===== config.mk =====
export PLATFORM = sky130hd
export DESIGN_NAME = lane_capture_fifo
export DESIGN_NICKNAME = d
export VERILOG_FILES = /design/src/rtl/lane_capture_pkg.sv /design/src/rtl/lane_capture_fifo_lane_fifo.sv /design/src/rtl/lane_capture_fifo.sv
export SDC_FILE = /design/constraint.sdc
export NUM_CORES = 1
export LEC_CHECK = 0
export BUFFER_PORTS_ARGS = -buffer_cell sky130_fd_sc_hd__buf_4
export CORE_ASPECT_RATIO = 1.25
export CORE_MARGIN = 4
export CORE_UTILIZATION = 42
export CTS_CLUSTER_SIZE = 12
export DETAILED_ROUTE_END_ITERATION = 12
export PLACE_DENSITY = 0.67
export RECOVER_POWER = 100
export SLEW_MARGIN = 20
export SYNTH_ARGS = -nofsm -noshare
export SYNTH_HDL_FRONTEND = slang
export SYNTH_SLANG_ARGS = --single-unit

===== constraint.sdc =====
create_clock -name clk -period 3.9 [get_ports clk]
set_input_delay 1.17 -clock clk [delete_from_list [all_inputs] [get_ports clk]]
set_output_delay 1.17 -clock clk [all_outputs]
set_load 0.1 [all_outputs]

===== src/rtl/lane_capture_pkg.sv =====
// Shared types for the lane capture stage: lane word and FIFO entry layout.
// The entry carries a timestamp field only when LANE_CAPTURE_TIMESTAMP_EN is defined.
package lane_capture_pkg;

  localparam int LANES = 12;

  typedef logic [LANES-1:0] lane_word_t;

`ifdef LANE_CAPTURE_TIMESTAMP_EN
  // Widest timestamp an entry can hold; the top zero-extends its TS_W-bit counter into it.
  localparam int CAP_TS_W = 32;
`endif

  typedef struct packed {
    lane_word_t lanes;
`ifdef LANE_CAPTURE_TIMESTAMP_EN
    logic [CAP_TS_W-1:0] ts;
`endif
  } cap_entry_t;

endpackage


===== src/rtl/lane_capture_fifo_lane_fifo.sv =====
// First-word-fall-through FIFO of cap_entry_t with a level counter as the
// full/empty discriminator; pointers wrap modulo DEPTH (power of two, >= 2).
module lane_fifo
  import lane_capture_pkg::*;
#(
  parameter int DEPTH = 8
) (
  input  logic                     clk,
  input  logic                     rst,
  input  logic                     push_i,
  input  cap_entry_t               push_data_i,
  input  logic                     pop_i,
  output cap_entry_t               head_o,
  output logic                     full_o,
  output logic                     empty_o,
  output logic [$clog2(DEPTH):0]   level_o
);

  localparam int AW = $clog2(DEPTH);
  localparam int LW = AW + 1;

  cap_entry_t      mem_q [DEPTH];
  logic [AW-1:0]   wr_ptr_q, wr_ptr_d;
  logic [AW-1:0]   rd_ptr_q, rd_ptr_d;
  logic [LW-1:0]   level_q, level_d;
  logic            do_push, do_pop;

  assign full_o  = (level_q == LW'(DEPTH));
  assign empty_o = (level_q == '0);
  assign level_o = level_q;
  assign head_o  = mem_q[rd_ptr_q];

  // A push into a full FIFO is legal only when the head leaves in the same cycle.
  assign do_pop  = pop_i && !empty_o;
  assign do_push = push_i && (!full_o || do_pop);

  always_comb begin
    wr_ptr_d = wr_ptr_q;
    rd_ptr_d = rd_ptr_q;
    level_d  = level_q;
    if (do_push) wr_ptr_d = wr_ptr_q + AW'(1);
    if (do_pop)  rd_ptr_d = rd_ptr_q + AW'(1);
    if (do_push && !do_pop)      level_d = level_q + LW'(1);
    else if (!do_push && do_pop) level_d = level_q - LW'(1);
  end

  always_ff @(posedge clk or posedge rst) begin
    if (rst) begin
      wr_ptr_q <= '0;
      rd_ptr_q <= '0;
      level_q  <= '0;
    end else begin
      wr_ptr_q <= wr_ptr_d;
      rd_ptr_q <= rd_ptr_d;
      level_q  <= level_d;
    end
  end

  // Storage needs no reset: level gates every read of it.
  always_ff @(posedge clk) begin
    if (do_push) mem_q[wr_ptr_q] <= push_data_i;
  end

endmodule


===== src/rtl/lane_capture_fifo.sv =====
// Captures every change of the twelve-lane word into a FWFT FIFO drained by valid/ready.
// Optional per-entry cycle timestamp: define LANE_CAPTURE_TIMESTAMP_EN (TS_W <= 32).
module lane_capture_fifo
  import lane_capture_pkg::*;
#(
  parameter int DEPTH = 8,
  parameter int TS_W  = 16
) (
  input  logic                     clk,
  input  logic                     rst,
  input  logic [LANES-1:0]         lanes_i,
  input  logic                     sample_en,
  output logic                     out_valid,
  input  logic                     out_ready,
  output logic [LANES-1:0]         out_lanes,
  output logic [TS_W-1:0]          out_ts,
  output logic [$clog2(DEPTH):0]   level,
  output logic                     overflow,
  input  logic                     clr_ovf
);

  lane_word_t  prev_q, prev_d;
  logic        overflow_q, overflow_d;
  logic        cap_evt, pop, push, drop;
  logic        full, empty;
  cap_entry_t  push_entry, head;

  // Handshake: the head is transferred on any cycle with out_valid && out_ready;
  // out_ready while out_valid is low is ignored, and the head holds until transferred.
  assign out_valid = !empty;
  assign pop       = out_valid && out_ready;

  // prev follows every capture event, stored or dropped, so a dropped word never re-triggers.
  assign cap_evt = sample_en && (lanes_i != prev_q);
  assign push    = cap_evt && (!full || pop);
  assign drop    = cap_evt && full && !pop;

  always_comb begin
    prev_d     = cap_evt ? lanes_i : prev_q;
    overflow_d = drop ? 1'b1 : (clr_ovf ? 1'b0 : overflow_q);
  end

  always_ff @(posedge clk or posedge rst) begin
    if (rst) begin
      prev_q     <= '0;
      overflow_q <= 1'b0;
    end else begin
      prev_q     <= prev_d;
      overflow_q <= overflow_d;
    end
  end

`ifdef LANE_CAPTURE_TIMESTAMP_EN
  logic [TS_W-1:0] ts_q, ts_d;

  assign ts_d = ts_q + TS_W'(1);

  always_ff @(posedge clk or posedge rst) begin
    if (rst) ts_q <= '0;
    else     ts_q <= ts_d;
  end

  always_comb begin
    push_entry       = '0;
    push_entry.lanes = lanes_i;
    push_entry.ts    = CAP_TS_W'(ts_q);
  end

  assign out_ts = out_valid ? head.ts[TS_W-1:0] : '0;

  if (TS_W < CAP_TS_W) begin : g_ts_hi
    logic unused_ts_hi;
    assign unused_ts_hi = ^head.ts[CAP_TS_W-1:TS_W];
  end
`else
  always_comb begin
    push_entry       = '0;
    push_entry.lanes = lanes_i;
  end

  assign out_ts = '0;
`endif

  lane_fifo #(
    .DEPTH (DEPTH)
  ) u_fifo (
    .clk         (clk),
    .rst         (rst),
    .push_i      (push),
    .push_data_i (push_entry),
    .pop_i       (pop),
    .head_o      (head),
    .full_o      (full),
    .empty_o     (empty),
    .level_o     (level)
  );

  // Storage contents are undefined while empty, so the head is masked to zero.
  assign out_lanes = out_valid ? head.lanes : '0;
  assign overflow  = overflow_q;

endmodule

=== Word-level counts from Yosys, hierarchy flattened ===
Memory sizes are Yosys's and may differ from the RTL's.
Index checks and enable logic that the tools add are counted.

* Bits in registers: 23
* RAM bits: 96
* Output and inout port bits: 34
* Word-level logic and storage cells: 38
* Memories: 1

{| class="wikitable"
|+ Memory list
! memory !! words !! bits a word !! rd ports !! clocked after Yosys merged registers in !! write ports !! RTL line !! RTL
|-
| u_fifo.mem_q || 8 || 12 || 1 || 0 || 1 || lane_capture_fifo_lane_fifo.sv:22 || <nowiki>cap_entry_t mem_q [DEPTH];</nowiki>
|}

* Add/sub/neg operators: 4
* Eq/ne operators: 2
* Muxes and demuxes: 7
* Reductions and logical operators: 19

{| class="wikitable"
|+ Operator list
! cell !! number
|-
| $mux W12 || 1
|-
| $ne A12 B12 Y1 || 1
|-
| $logic_and A1 B1 Y1 || 9
|-
| $mux W4 || 2
|-
| $add A3 B1 Y3 const B || 2
|-
| $logic_not A1 Y1 || 5
|-
| $add A4 B1 Y4 const B || 1
|-
| $eq A4 B4 Y1 const B || 1
|-
| $logic_not A4 Y1 || 1
|-
| $mux W1 || 4
|-
| $reduce_bool A2 Y1 || 2
|-
| $sub A4 B1 Y4 const B || 1
|-
| $logic_or A1 B1 Y1 || 2
|}

=== Depth between registers and ports, before layout ===
* Depth after elaboration: 10
* Gate-level depth with buffers: 14
* Depth with buffers taken out: 13

=== By module ===
A second synthesis with hierarchy kept.

* Cell total of the unflattened synthesis: 282
* Area total of the unflattened synthesis: 5,114.9 µm²

{| class="wikitable"
|+ Modules (own cells, without submodules)
! module !! instances !! cells an instance !! area each (µm²) !! sequential area each (µm²)
|-
| lane_fifo || 1 || 202 || 4,267.8 || 3,133.0
|-
| lane_capture_fifo || 1 || 80 || 847.1 || 325.3
|}

=== Least setup slack after synthesis ===
No wires, ideal clock.

* Path kind: register to output
* Start point: reg u_fifo.level_q[1], in the netlist u_fifo.level_o[1]
* End point: out out_lanes[10]
* Arrival: 2.665 ns
* Required time: 2.730 ns
* Slack: 0.065 ns
* Stages on the path, launching flop included: 4
* Buffers on the path: 1
* Cell sequence: dfrtp_1 -> nor4_2 -> clkbuf_1 -> nor2_1

* Cells in the longest elaborated chain, start to end: 2

{| class="wikitable"
|+ Ends and longest elaborated chain
! element !! RTL line !! RTL
|-
| start: declaration || lane_capture_fifo_lane_fifo.sv:25 || <nowiki>logic [LW-1:0] level_q, level_d;</nowiki>
|-
| start signal: assignment || lane_capture_fifo_lane_fifo.sv:55 || <nowiki>level_q <= level_d;</nowiki>
|-
| $logic_not A4 Y1 || lane_capture_fifo_lane_fifo.sv:29 || <nowiki>assign empty_o = (level_q == '0);</nowiki>
|-
| $mux W12 || lane_capture_fifo.sv:99 || <nowiki>assign out_lanes = out_valid ? head.lanes : '0;</nowiki>
|-
| end: declaration || lane_capture_fifo.sv:15 || <nowiki>output logic [LANES-1:0] out_lanes,</nowiki>
|}

No other way between the ends.

=== Final worst setup path ===
* Start point: reg u_fifo.rd_ptr_q[0]
* End point: out out_lanes[7]

* Cells in the longest elaborated chain, start to end: 2

{| class="wikitable"
|+ Ends and longest elaborated chain
! element !! RTL line !! RTL
|-
| start: declaration || lane_capture_fifo_lane_fifo.sv:24 || <nowiki>logic [AW-1:0] rd_ptr_q, rd_ptr_d;</nowiki>
|-
| start signal: assignment || lane_capture_fifo_lane_fifo.sv:54 || <nowiki>rd_ptr_q <= rd_ptr_d;</nowiki>
|-
| $mem_v2 Z8 W12 || n/a ||
|-
| $mux W12 || lane_capture_fifo.sv:99 ||
|}

No other way between the ends.

==> flow_metrics.tcl <==
set metrics [dict create \
    grt_pass1_vias 2548 \
    synth.area.top_cells "edfxtp_1 (57%), dfrtp_1 (11%), mux4_1 (9.3%)" \
    synth_mux_area_share_pct 17.7 \
    synth_top_family_by_area "multiplexers" \
    synthArstFlopShare_pct 19.3 \
    viasPerCell 5.13 \
    dieArea_sq_mm 0.0139 \
    slew_headroom_pct 22.4 \
    syn_avg_cell_area_sq_um 18.6 \
    wirelength_um 9250 \
    hold_violations 0 \
    synthAdderAreaFrac_pct 1.63 \
    coreArea_sq_mm 0.0117 \
    synth_cells 273 \
    drive_above_1_share_pct 21.4 \
    cp.required_ns 2.73 \
    syn_area_sq_mm 0.00507 \
    num_rows 44 \
    slowest_stage "mux4_1" \
    instances_no_fill 497 \
    antennaDiodeCount 0 \
    area_growth_pct 17.3 \
    critPathArrivalTime_ns 2.39 \
    yosys.area_share.xor_xnor_pct 3.46 \
    postCtsSetupBuffers 0 \
    worst_path_largest_cell_delay_ns 0.58 \
    finalWeightedCongestion 0.704 \
    die_w_um 106 \
    ios 51 \
    rsz0062_at_grt "no" \
    cts-root-buf "clkbuf_16" \
    htree_levels 4 \
    period_share_pct 91.4 \
    synth_top_area_share_pct 56.9 \
    initialDrtViolationCount 172 \
    seq_area_frac_synth_pct 68.2 \
    dp_hpwl_um 5720 \
    synth_top_area_cell "edfxtp_1" \
    cts_buffer_depth 2 \
    max-cap-violations 0 \
    endpoint_kind "output pin" \
    critPathLaunchType "flop" \
    holdCritPathClass "reg -> reg" \
    port_buffers 34 \
    grt_max_degree 25 \
    antenna_found_initial 0 \
    synth_compound_area_share_pct 0.469 \
    ctsHoldBuffers 0 \
    dpl_worst_slack_ns 0.314 \
    firstDrtPassIters 4 \
    synth_edf_count 96 \
    synth_commonest_cells "edfxtp_1 (96), dfrtp_1 (23), mux4_1 (18)" \
    antenna_left 0 \
    fmax_ghz 0.281 \
    fin_crit_ns 3.56 \
    start_util_pct 43.2 \
    nets 346 \
    globalRouteMet3Util_pct 4.67 \
    synth_most_common_cell "edfxtp_1" \
    path_cells "buf_12, mux4_1, mux2i_1, nor2_1, clkbuf_2" \
    post_cts_resize_count 0 \
    place_inst 465 \
    synth_ff_type "edfxtp_1" \
    groute.usage.overall_pct 14.4 \
    critPathMaxFanout 22 \
    drc 0 \
    nFillCells 990 \
    outcome "finished, final reports clean" \
    slew_viol_final 0 \
    synth_cell_types 32 \
    synth-seq-cells 119 \
    synth_warnings 0 \
    layout_setup_ws_ns 0.337 \
    finalSetupViolCount 0 \
    vias 2551 \
    grt_pass1_wl_um 14300 \
    clock_latency_ns 0.40 \
    grt_use_met1_pct 17.2 \
    tns_ns 0 \
    clock_skew_ns 0.00875 \
    synthSimpleGateAreaFrac_pct 3.97 \
    clk_pin_slew_worst_paths_ns 0.05 \
    cts_buffers 17 \
    cts_sinks 119 \
    critical_path_class "reg -> out" \
    worst_pin_slew_ns 1.17 \
    overflow 0 \
    die_y_um 131 \
    use_met2_pct 24.3 \
    cts_tree "done" \
    post_drt_wl_per_cell_um 18.6 \
    busiest_layer "met2" \
]
-- cells in the final DEF, fill, tap and decap left out, types with 2 or more instances in the layout --
cell | Yosys | final
buf_4 | 17 | 5
bufinv_16 | 0 | 3
clkbuf_1 | 3 | 28
clkbuf_16 | 0 | 17
clkbuf_2 | 0 | 11
clkinv_2 | 0 | 2
clkinv_4 | 0 | 3
clkinvlp_4 | 0 | 6
conb_1 | 1 | 16
dfrtp_1 | 23 | 23
edfxtp_1 | 96 | 96
ha_1 | 5 | 5
inv_1 | 5 | 5
mux2_2 | 15 | 15
mux2i_1 | 12 | 12
mux4_1 | 18 | 18
mux4_2 | 6 | 6
nand2_1 | 4 | 4
nand3_1 | 3 | 4
nand3b_1 | 2 | 2
nor2_1 | 15 | 15
nor3_1 | 2 | 2
nor4_1 | 4 | 5
nor4b_1 | 3 | 3
xnor2_1 | 7 | 7
xor2_1 | 13 | 13
-- sequential cells by signal, summed over array words and instances (netlist names) --
| register | flops |
|---|---|
| u_fifo.level_o | 4 |
| overflow | 1 |
| u_fifo.mem_q | 96 |
| u_fifo.wr_ptr_q | 3 |
| prev_q | 12 |
| u_fifo.rd_ptr_q | 3 |
-- per-layer routing --
metal	share of wire, %	routed length, um
met5	0	0
met4	1.8	165
met3	4.7	437
met2	52	4790
met1	42	3860
-- final cells by class --
cell class              count  area, sq um  area share (%)
repair buffers             46          225            3.79
flip-flops and latches    119         3460            58.2
multi-input cells         134         1440            24.1
clock inverters            15          180            3.03
clock buffers              17          425            7.16
inverters                   5         18.8           0.316
well taps                 161          201            3.39
-- kinds of logic (layout without fill, tap and decap cells) --
group           after synthesis  in the layout
compound gates                4              4
xor+xnor                     20             20
fa+ha+maj                     6              6
buf+inv                      35             83
flops                       119            119
mux                          51             51
other cells                   1             16
simple gates                 37             37
-- path summary, 6_finish.rpt --
path	startpoint	end	slack, ns	depth (start not counted)
max	u_fifo.rd_ptr_q[0]	out_lanes[7]	0.34	5
min	prev_q[6]	prev_q[6]	0.53	1
max reg2reg	u_fifo.level_o[2]	u_fifo.level_o[3]	0.79	12
min reg2reg	prev_q[6]	prev_q[6]	0.53	1
max in group asynchronous	rst	prev_q[4]	2.34	2
min in group asynchronous	rst	overflow	0.98	2
-- per-stage QoR --
step           util [%]  hold slack, ns  area, sq um
6_report           50.7           0.529         5940
5_1_grt            50.7           0.544         5940
4_1_cts            52.2           0.531         6120
3_5_place_dp       47.0           0.518         5510
3_3_place_gp       47.0           0.510         5510
2_1_floorplan         -           0.500         5130
-- critical path: cells and delay by family (launching register included) --
kind	cells	cell delay [ns]
DFF	1	0.50
buffers and inverters	2	0.64
and+or+nand+nor	1	0.07
muxes	2	0.76
Power is not shown: default switching activity piles up to over one toggle a cycle in this logic, so the estimate is an artifact.
